## config.mk

```make
export PLATFORM = sky130hd
export DESIGN_NAME = dm_arbiter
export DESIGN_NICKNAME = d
export VERILOG_FILES = /design/src/rtl/dm_arbiter.sv
export SDC_FILE = /design/constraint.sdc
export NUM_CORES = 1
export LEC_CHECK = 0
export BUFFER_PORTS_ARGS = -buffer_cell sky130_fd_sc_hd__buf_2
export CELL_PAD_IN_SITES_DETAIL_PLACEMENT = 0
export CELL_PAD_IN_SITES_GLOBAL_PLACEMENT = 1
export CORE_MARGIN = 2
export CORE_UTILIZATION = 27
export DETAILED_ROUTE_END_ITERATION = 8
export GPL_ROUTABILITY_DRIVEN = 1
export PLACE_DENSITY = 0.86
export SLEW_MARGIN = 0
export SYNTH_ARGS = -nofsm -noshare
export SYNTH_HDL_FRONTEND = slang
export SYNTH_SLANG_ARGS = --single-unit
```

## constraint.sdc

```tcl
create_clock -name clk -period 2.9 [get_ports clk]
set_clock_uncertainty 0.05 [all_clocks]
set_input_delay 0.29 -clock clk [delete_from_list [all_inputs] [get_ports clk]]
set_output_delay 0.29 -clock clk [all_outputs]
set_load 0.01 [all_outputs]
```

## src/rtl/dm_arbiter.sv

```systemverilog
// dm_arbiter: shares the single-ported Data Memory between the CPU data port
// and the I/O DMA requester. The CPU is favoured; a starvation counter forces DMA through.
//
// Ports:
//   clk, reset (async, active-low)
//   cpu_cs/rd/wr, cpu_addr, cpu_wdata -> cpu_rdata, cpu_stall
//   io_req, io_wr, io_addr, io_wdata  -> io_gnt, io_done, io_rdata
//   mem_cs/rd/wr, mem_addr, mem_wdata <- mem_rdata
module dm_arbiter #(
  parameter int unsigned STARVE_LIMIT = 3
) (
  input  logic        clk,
  input  logic        reset,
  input  logic        cpu_cs,
  input  logic        cpu_rd,
  input  logic        cpu_wr,
  input  logic [31:0] cpu_addr,
  input  logic [31:0] cpu_wdata,
  output logic [31:0] cpu_rdata,
  output logic        cpu_stall,
  input  logic        io_req,
  input  logic        io_wr,
  input  logic [31:0] io_addr,
  input  logic [31:0] io_wdata,
  output logic        io_gnt,
  output logic        io_done,
  output logic [31:0] io_rdata,
  output logic        mem_cs,
  output logic        mem_rd,
  output logic        mem_wr,
  output logic [31:0] mem_addr,
  output logic [31:0] mem_wdata,
  input  logic [31:0] mem_rdata
);

  localparam logic [3:0] LIMIT = 4'(STARVE_LIMIT);

  logic [3:0] starve_cnt;
  logic [3:0] starve_nxt;
  logic       io_live;
  logic       grant;
  logic       starved;

  // A request is ignored during its own done cycle,
  // so every DMA access costs at least two cycles.
  assign io_live = io_req & ~io_done;
  assign starved = (starve_cnt == LIMIT);
  assign grant   = io_live & (~cpu_cs | starved);

  assign io_gnt    = reset & grant;
  assign cpu_stall = reset & cpu_cs & grant;

  always_comb begin
    mem_cs    = 1'b0;
    mem_rd    = 1'b0;
    mem_wr    = 1'b0;
    mem_addr  = '0;
    mem_wdata = '0;
    if (reset) begin
      if (grant) begin
        mem_cs    = 1'b1;
        mem_rd    = ~io_wr;
        mem_wr    = io_wr;
        mem_addr  = io_addr;
        mem_wdata = io_wdata;
      end else begin
        // rd & wr together is passed through untouched
        mem_cs    = cpu_cs;
        mem_rd    = cpu_rd;
        mem_wr    = cpu_wr;
        mem_addr  = cpu_addr;
        mem_wdata = cpu_wdata;
      end
    end
  end

  assign cpu_rdata = (reset & ~grant) ? mem_rdata : 32'h0;

  always_comb begin
    starve_nxt = starve_cnt;
    unique case (1'b1)
      grant:
        starve_nxt = '0;
      io_live & cpu_cs & ~starved:
        starve_nxt = starve_cnt + 4'd1;
      default:
        starve_nxt = starve_cnt;
    endcase
  end

  always_ff @(posedge clk or negedge reset) begin
    if (!reset) begin
      starve_cnt <= '0;
      io_done    <= 1'b0;
      io_rdata   <= '0;
    end else begin
      starve_cnt <= starve_nxt;
      // grant already excludes the done cycle,
      // so the pulse is always one cycle wide
      io_done    <= grant;
      if (grant & ~io_wr) begin
        io_rdata <= mem_rdata;
      end
    end
  end

endmodule

```

==> results.sh, run 1 <==
export IMPL_syn_inst=472
export IMPL_ys_seq_area_frac=0.243
export IMPL_critPathLaunchType="input pin"
export IMPL_status="completed"
export IMPL_maxSlewHeadroom=0.631
export IMPL_rsz0062_at_grt="no"
export IMPL_dieHeight_um=123
export IMPL_layout_drive_gt1_share=0.495
export IMPL_multi_input_area_um2=2570
export IMPL_worstHoldStart="mem_rdata[26]"
export IMPL_rr_startpoint="starve_cnt[0]"
export IMPL_cp_cell_sequence="dlygate4sd3_1, buf_6, buf_12, buf_4, inv_1, nor3_1, buf_2"
export IMPL_grt_overflow=0
export IMPL_worst_path_max_fanout=111
export IMPL_dpl_worst_slack_ns=0.530
export IMPL_ys_ff_latch=37
export IMPL_grt_usage=0.166
export IMPL_syn_to_final_growth_pct=47.9
export IMPL_syn_nets=640
export IMPL_synthesis_area_um2=3810
export IMPL_h_tree_depth=2
export IMPL_grt_pass1_vias=4097
export IMPL_min_period_ns=2.68
export IMPL_setup_viol=0
export IMPL_setup_worst_path_class="input pin to output port"
export IMPL_coreArea_um2=13800
export IMPL_crit_required_ns=2.56
export IMPL_grt_max_degree=112
export IMPL_rows=43
export IMPL_path_clk_slew_ns=0.06
export IMPL_port_buffers=300
export IMPL_path_delay_family="buffers and inverters"
export IMPL_cts_buffers=5
export IMPL_worstMarginPinSlew_ns=0.553
export IMPL_drt_iter0_drc=346
export IMPL_detail_route_drc_violations=0
export IMPL_io_pins=301
export IMPL_startpoint="reset"
export IMPL_setup_tns_ns=0
export IMPL_place_hpwl_um=10300
export IMPL_wl_per_cell_um=15.8
export IMPL_layout_common_cells="buf_2 (299), nand2_1 (69), nand4_1 (68)"
export IMPL_wirelength_um=14300
export IMPL_firstDrtPassIters=5
export IMPL_clkSinkCount=37
export IMPL_fillers=1434
export IMPL_antenna_found_initial=0
export IMPL_insertion_delay_ns=0.28
export IMPL_root_buffer="clkbuf_16"
export IMPL_clockBufferDepth=2
export IMPL_cts_tree="done"
export IMPL_synthTopCellsByArea="dfrtp_1 (24%), a32oi_1 (15%), o311ai_0 (15%)"
export IMPL_cp_arrival_ns=2.34
export IMPL_rrSetupSlack_ns=0.61
export IMPL_gp_congestion=0.795
export IMPL_die_area_um2=15100
export IMPL_diodes=0
export IMPL_maxCapViolCount=0
export IMPL_crit_path_end_kind="output port"
export IMPL_power_density_nw_per_um2=422
export IMPL_clock_fmax_mhz=373
export IMPL_regArea_um2=926
export IMPL_path_buf_inv=6
export IMPL_stdcell_area_um2=5630
export IMPL_synth_top_cell_by_area="dfrtp_1"
export IMPL_route_antenna_remaining_nets=0
export IMPL_ys_types=29
export IMPL_start_util=0.275
export IMPL_vias=5092
export IMPL_fp_dieW_um=123
export IMPL_avgSynthCellArea_um2=8.07
export IMPL_crit_slowest_cell="dlygate4sd3_1"
export IMPL_grt_pass1_wl_um=20600
export IMPL_synth_warnings=0
export IMPL_hold_class="input pin to flop"
export IMPL_ir_worst_vdd_mv=0.483
export IMPL_power_leakage_uw=0.00264
export IMPL_fin_nets=888
export IMPL_crit_path_max_incr_delay_ns=0.57
export IMPL_dpl_cell_area_um2=5450
export IMPL_final_common_cell="buf_2"
export IMPL_finalCoreUtilization=0.407
export IMPL_synth_top_cell_area_share=0.243
export IMPL_slew_viol_final=0
export IMPL_fin_crit_sh=0.925
export IMPL_finalWorstSetupSlack_ns=0.218
export IMPL_hold_viol=0
export IMPL_via_per_inst=5.65
[sequential cells by signal (all words and copies together) (netlist names)]
| register | count |
|---|---|
| io_rdata | 32 |
| starve_cnt | 4 |
| io_done | 1 |
[synth_stat cells (all sizes together)]
cell	number
o311ai	65
inv	4
a211oi	1
and3	33
nand2	69
o2bb2ai	1
nand3b	1
o21ai	4
or3	1
a22o	1
nor2	1
clkbuf	60
nor4bb	1
nor3	2
nor2b	1
a21oi	1
buf	17
ha	1
a32oi	65
or3b	1
mux2	32
a21o	1
nand2b	1
nand4	68
dfrtp	37
nand3	3
[path summary, 6_finish.rpt]
path,endpoint,depth (start not counted)
min in group asynchronous,starve_cnt[3],3
worst max register to register,io_rdata[0],5
worst max-delay path,cpu_stall,7
max in group asynchronous,io_rdata[31],4
worst min-delay path,io_rdata[26],2
worst min register to register,io_rdata[26],1
[worst reg2reg max path, cell delays in order, from the launching register on]
cell	delay (ns)
dfrtp_1	0.37
ha_1	0.19
or3b_4	0.59
a211oi_4	0.35
buf_12	0.24
mux2_2	0.37
[metrics by stage]
stage / cells / hold slack, ns / power [µW]
floorplan: 472 / -0.0556 / 1280
global placement: 892 / 0.282 / 1770
detailed placement: 892 / 0.278 / 1780
CTS: 901 / 0.187 / 2400
global route: 901 / 0.196 / 2530
finish: 901 / 0.192 / 2380
[routing by layer]
metal	global-route usage	part of all wire	wire [µm]
met1	0.222	0.42	6010
met2	0.280	0.49	7000
met3	0.0376	0.082	1170
met4	0.0187	0.0062	89
met5	0	0	0
[timing repair]
item / in CTS / in global routing
setup buffers: 0 / 0
hold endpoints to repair: 4 / 0
hold buffers: 1 / 0
endpoints found under the setup margin: 0 / 8
resized for setup: 0 / 2
[cell families (layout without fill, tap and decap cells)]
kind of cell,after synthesis,after routing,synth area share
buffers and inverters,81,330,0.0884
AOI/OAI and AO/OA,139,139,0.317
muxes,32,32,0.0946
and+or+nand+nor,182,182,0.253
adders and majority gates,1,1,0.00328
DFF,37,37,0.243
[final cells by class]
class | instances | area share
clock buffers | 6 | 0.0229
clock inverters | 2 | 0.00689
multi-input cells | 354 | 0.456
inverters | 4 | 0.00267
well taps | 180 | 0.0400
repair buffers | 318 | 0.307
flip-flops and latches | 37 | 0.164
[report_power, final]
part           switching (µW)  total (µW)  internal (µW)
sequential               59.9         703            643
combinational             586        1070            480
clock                     202         609            407
total                     847        2380           1530
Note: power is estimated with default switching activity, not from simulation.
==> inputs of run 2 (changes only) <==
- REMOVE_ABC_BUFFERS: not set -> 1
==> run 2 against run 1 <==
Power increased by 1.6%. Register-to-register slack worse by 0.06 ns. Maximum frequency decreased by 5.9%. Via count is 1.4% higher. Combinational power about the same. Largest power group unchanged. Sequential power rose by 0.9%. Die area stayed put. Final area decreased by 0.16%. Utilization fell by 0.063 points. Final cell count shrank 0.44%.
==> results.sh, run 2 (same netlist as run 1, synthesis figures left out) <==
export IMPL_status="completed"
export IMPL_route_antenna_remaining_nets=0
export IMPL_coreArea_um2=13800
export IMPL_clockBufferDepth=2
export IMPL_grt_pass1_vias=4377
export IMPL_layout_common_cells="buf_2 (299), nand2_1 (69), nand4_1 (68)"
export IMPL_final_common_cell="buf_2"
export IMPL_critPathLaunchType="input pin"
export IMPL_rows=43
export IMPL_path_clk_slew_ns=0.06
export IMPL_firstDrtPassIters=5
export IMPL_power_leakage_uw=0.00263
export IMPL_grt_max_degree=136
export IMPL_setup_viol=0
export IMPL_cp_arrival_ns=2.51
export IMPL_die_area_um2=15100
export IMPL_largest_register="io_rdata"
export IMPL_start_util=0.275
export IMPL_wirelength_um=15000
export IMPL_hold_viol=0
export IMPL_worstMarginPinSlew_ns=0.652
export IMPL_clock_fmax_mhz=351
export IMPL_rsz0062_at_grt="no"
export IMPL_fin_crit_sh=0.983
export IMPL_maxSlewHeadroom=0.560
export IMPL_top_regs="io_rdata x32, starve_cnt x4, io_done x1"
export IMPL_crit_required_ns=2.56
export IMPL_dieHeight_um=123
export IMPL_grt_pass1_wl_um=22300
export IMPL_root_buffer="clkbuf_16"
export IMPL_post_cts_buffers=0
export IMPL_drt_iter0_drc=359
export IMPL_maxCapViolCount=0
export IMPL_cts_buffers=5
export IMPL_cts_tree="done"
export IMPL_h_tree_depth=2
export IMPL_power_density_nw_per_um2=429
export IMPL_setup_tns_ns=0
export IMPL_crit_path_end_kind="output port"
export IMPL_detail_route_drc_violations=0
export IMPL_clkSinkCount=37
export IMPL_wl_per_cell_um=16.7
export IMPL_fp_dieW_um=123
export IMPL_via_per_inst=5.76
export IMPL_insertion_delay_ns=0.28
export IMPL_place_hpwl_um=10500
export IMPL_antenna_found_initial=0
export IMPL_vias=5163
export IMPL_hold_class="input pin to flop"
export IMPL_syn_to_final_growth_pct=47.7
export IMPL_largest_reg_flops=32
export IMPL_gp_congestion=0.808
export IMPL_slew_viol_final=0
export IMPL_fin_worst_hold_slack_ns=0.193
export IMPL_ir_worst_vdd_mv=0.463
export IMPL_grt_overflow=0
export IMPL_worst_path_max_fanout=135
export IMPL_fin_nets=884
export IMPL_io_pins=301
export IMPL_layout_drive_gt1_share=0.494
export IMPL_grt_usage=0.179
export IMPL_port_buffers=300
export IMPL_diodes=0
export IMPL_setup_worst_path_class="input pin to output port"
export IMPL_min_period_ns=2.85
-- run 2: cell types whose count changed in the layout (fill, tap and decap cells not counted), sizes merged --
cell | before | now
clkinvlp | 0 | 1
buf | 317 | 313
clkinv | 1 | 0
-- run 2: path summary, 6_finish.rpt --
kind                                  to          start  depth (start not counted)  slack, ns
max                        mem_wdata[24]          reset                          6       0.05
min                         io_rdata[28]  mem_rdata[28]                          2       0.19
max reg2reg                 io_rdata[30]  starve_cnt[0]                          5       0.55
min reg2reg                  io_rdata[5]    io_rdata[5]                          1       0.44
max in group asynchronous   io_rdata[24]          reset                          3       1.71
min in group asynchronous   io_rdata[31]          reset                          2       0.41
-- run 2: cell type report --
| cell class | instances | area (µm²) |
|---|---|---|
| Fill cell | 1457 | 8200 |
| Multi-Input combinational cell | 354 | 2570 |
| Timing Repair Buffer | 314 | 1710 |
| Sequential cell | 37 | 926 |
| Tap cell | 180 | 225 |
| Clock buffer | 6 | 139 |
| Clock inverter | 2 | 37.5 |
| Inverter | 4 | 15.0 |
-- run 2: per-layer routing --
layer,GRT usage,vias up,routed length (µm)
li1,-,2466,-
met1,0.240,2400,6380
met2,0.290,269,6850
met3,0.0302,28,1380
met4,0.0611,0,351
met5,0,-,0
-- run 2: per-stage QoR --
step / utilization / setup WS [ns] / area [µm²] / instances / power, µW
3_5_place_dp: 0.393 / 0.421 / 5430 / 888 / 1780
6_report: 0.407 / 0.0492 / 5620 / 897 / 2410
2_1_floorplan: - / -2.78 / 3490 / 395 / 1200
3_3_place_gp: 0.393 / 0.461 / 5430 / 888 / 1770
5_1_grt: 0.407 / 0.00989 / 5620 / 897 / 2570
4_1_cts: 0.406 / 0.101 / 5620 / 897 / 2430
-- run 2: timing repair --
| item | 4_1_cts | 5_1_grt |
|---|---|---|
| hold buffers | 1 | 0 |
| endpoints found under the setup margin | 0 | 1 |
| resized for setup | 0 | 1 |
| hold endpoints to repair | 8 | 0 |
-- run 2: worst max-delay path, cell delays in order --
cell           delay, ns
dlygate4sd3_1       0.55
buf_6               0.26
buf_16              0.40
nand2_1             0.08
o311ai_0            0.58
buf_2               0.25
-- run 2: report_power, final --
group	leakage, µW	internal (µW)	switching, µW
sequential	0.000445	643	66.6
clock	0.0000831	429	208
combinational	0.00210	480	587
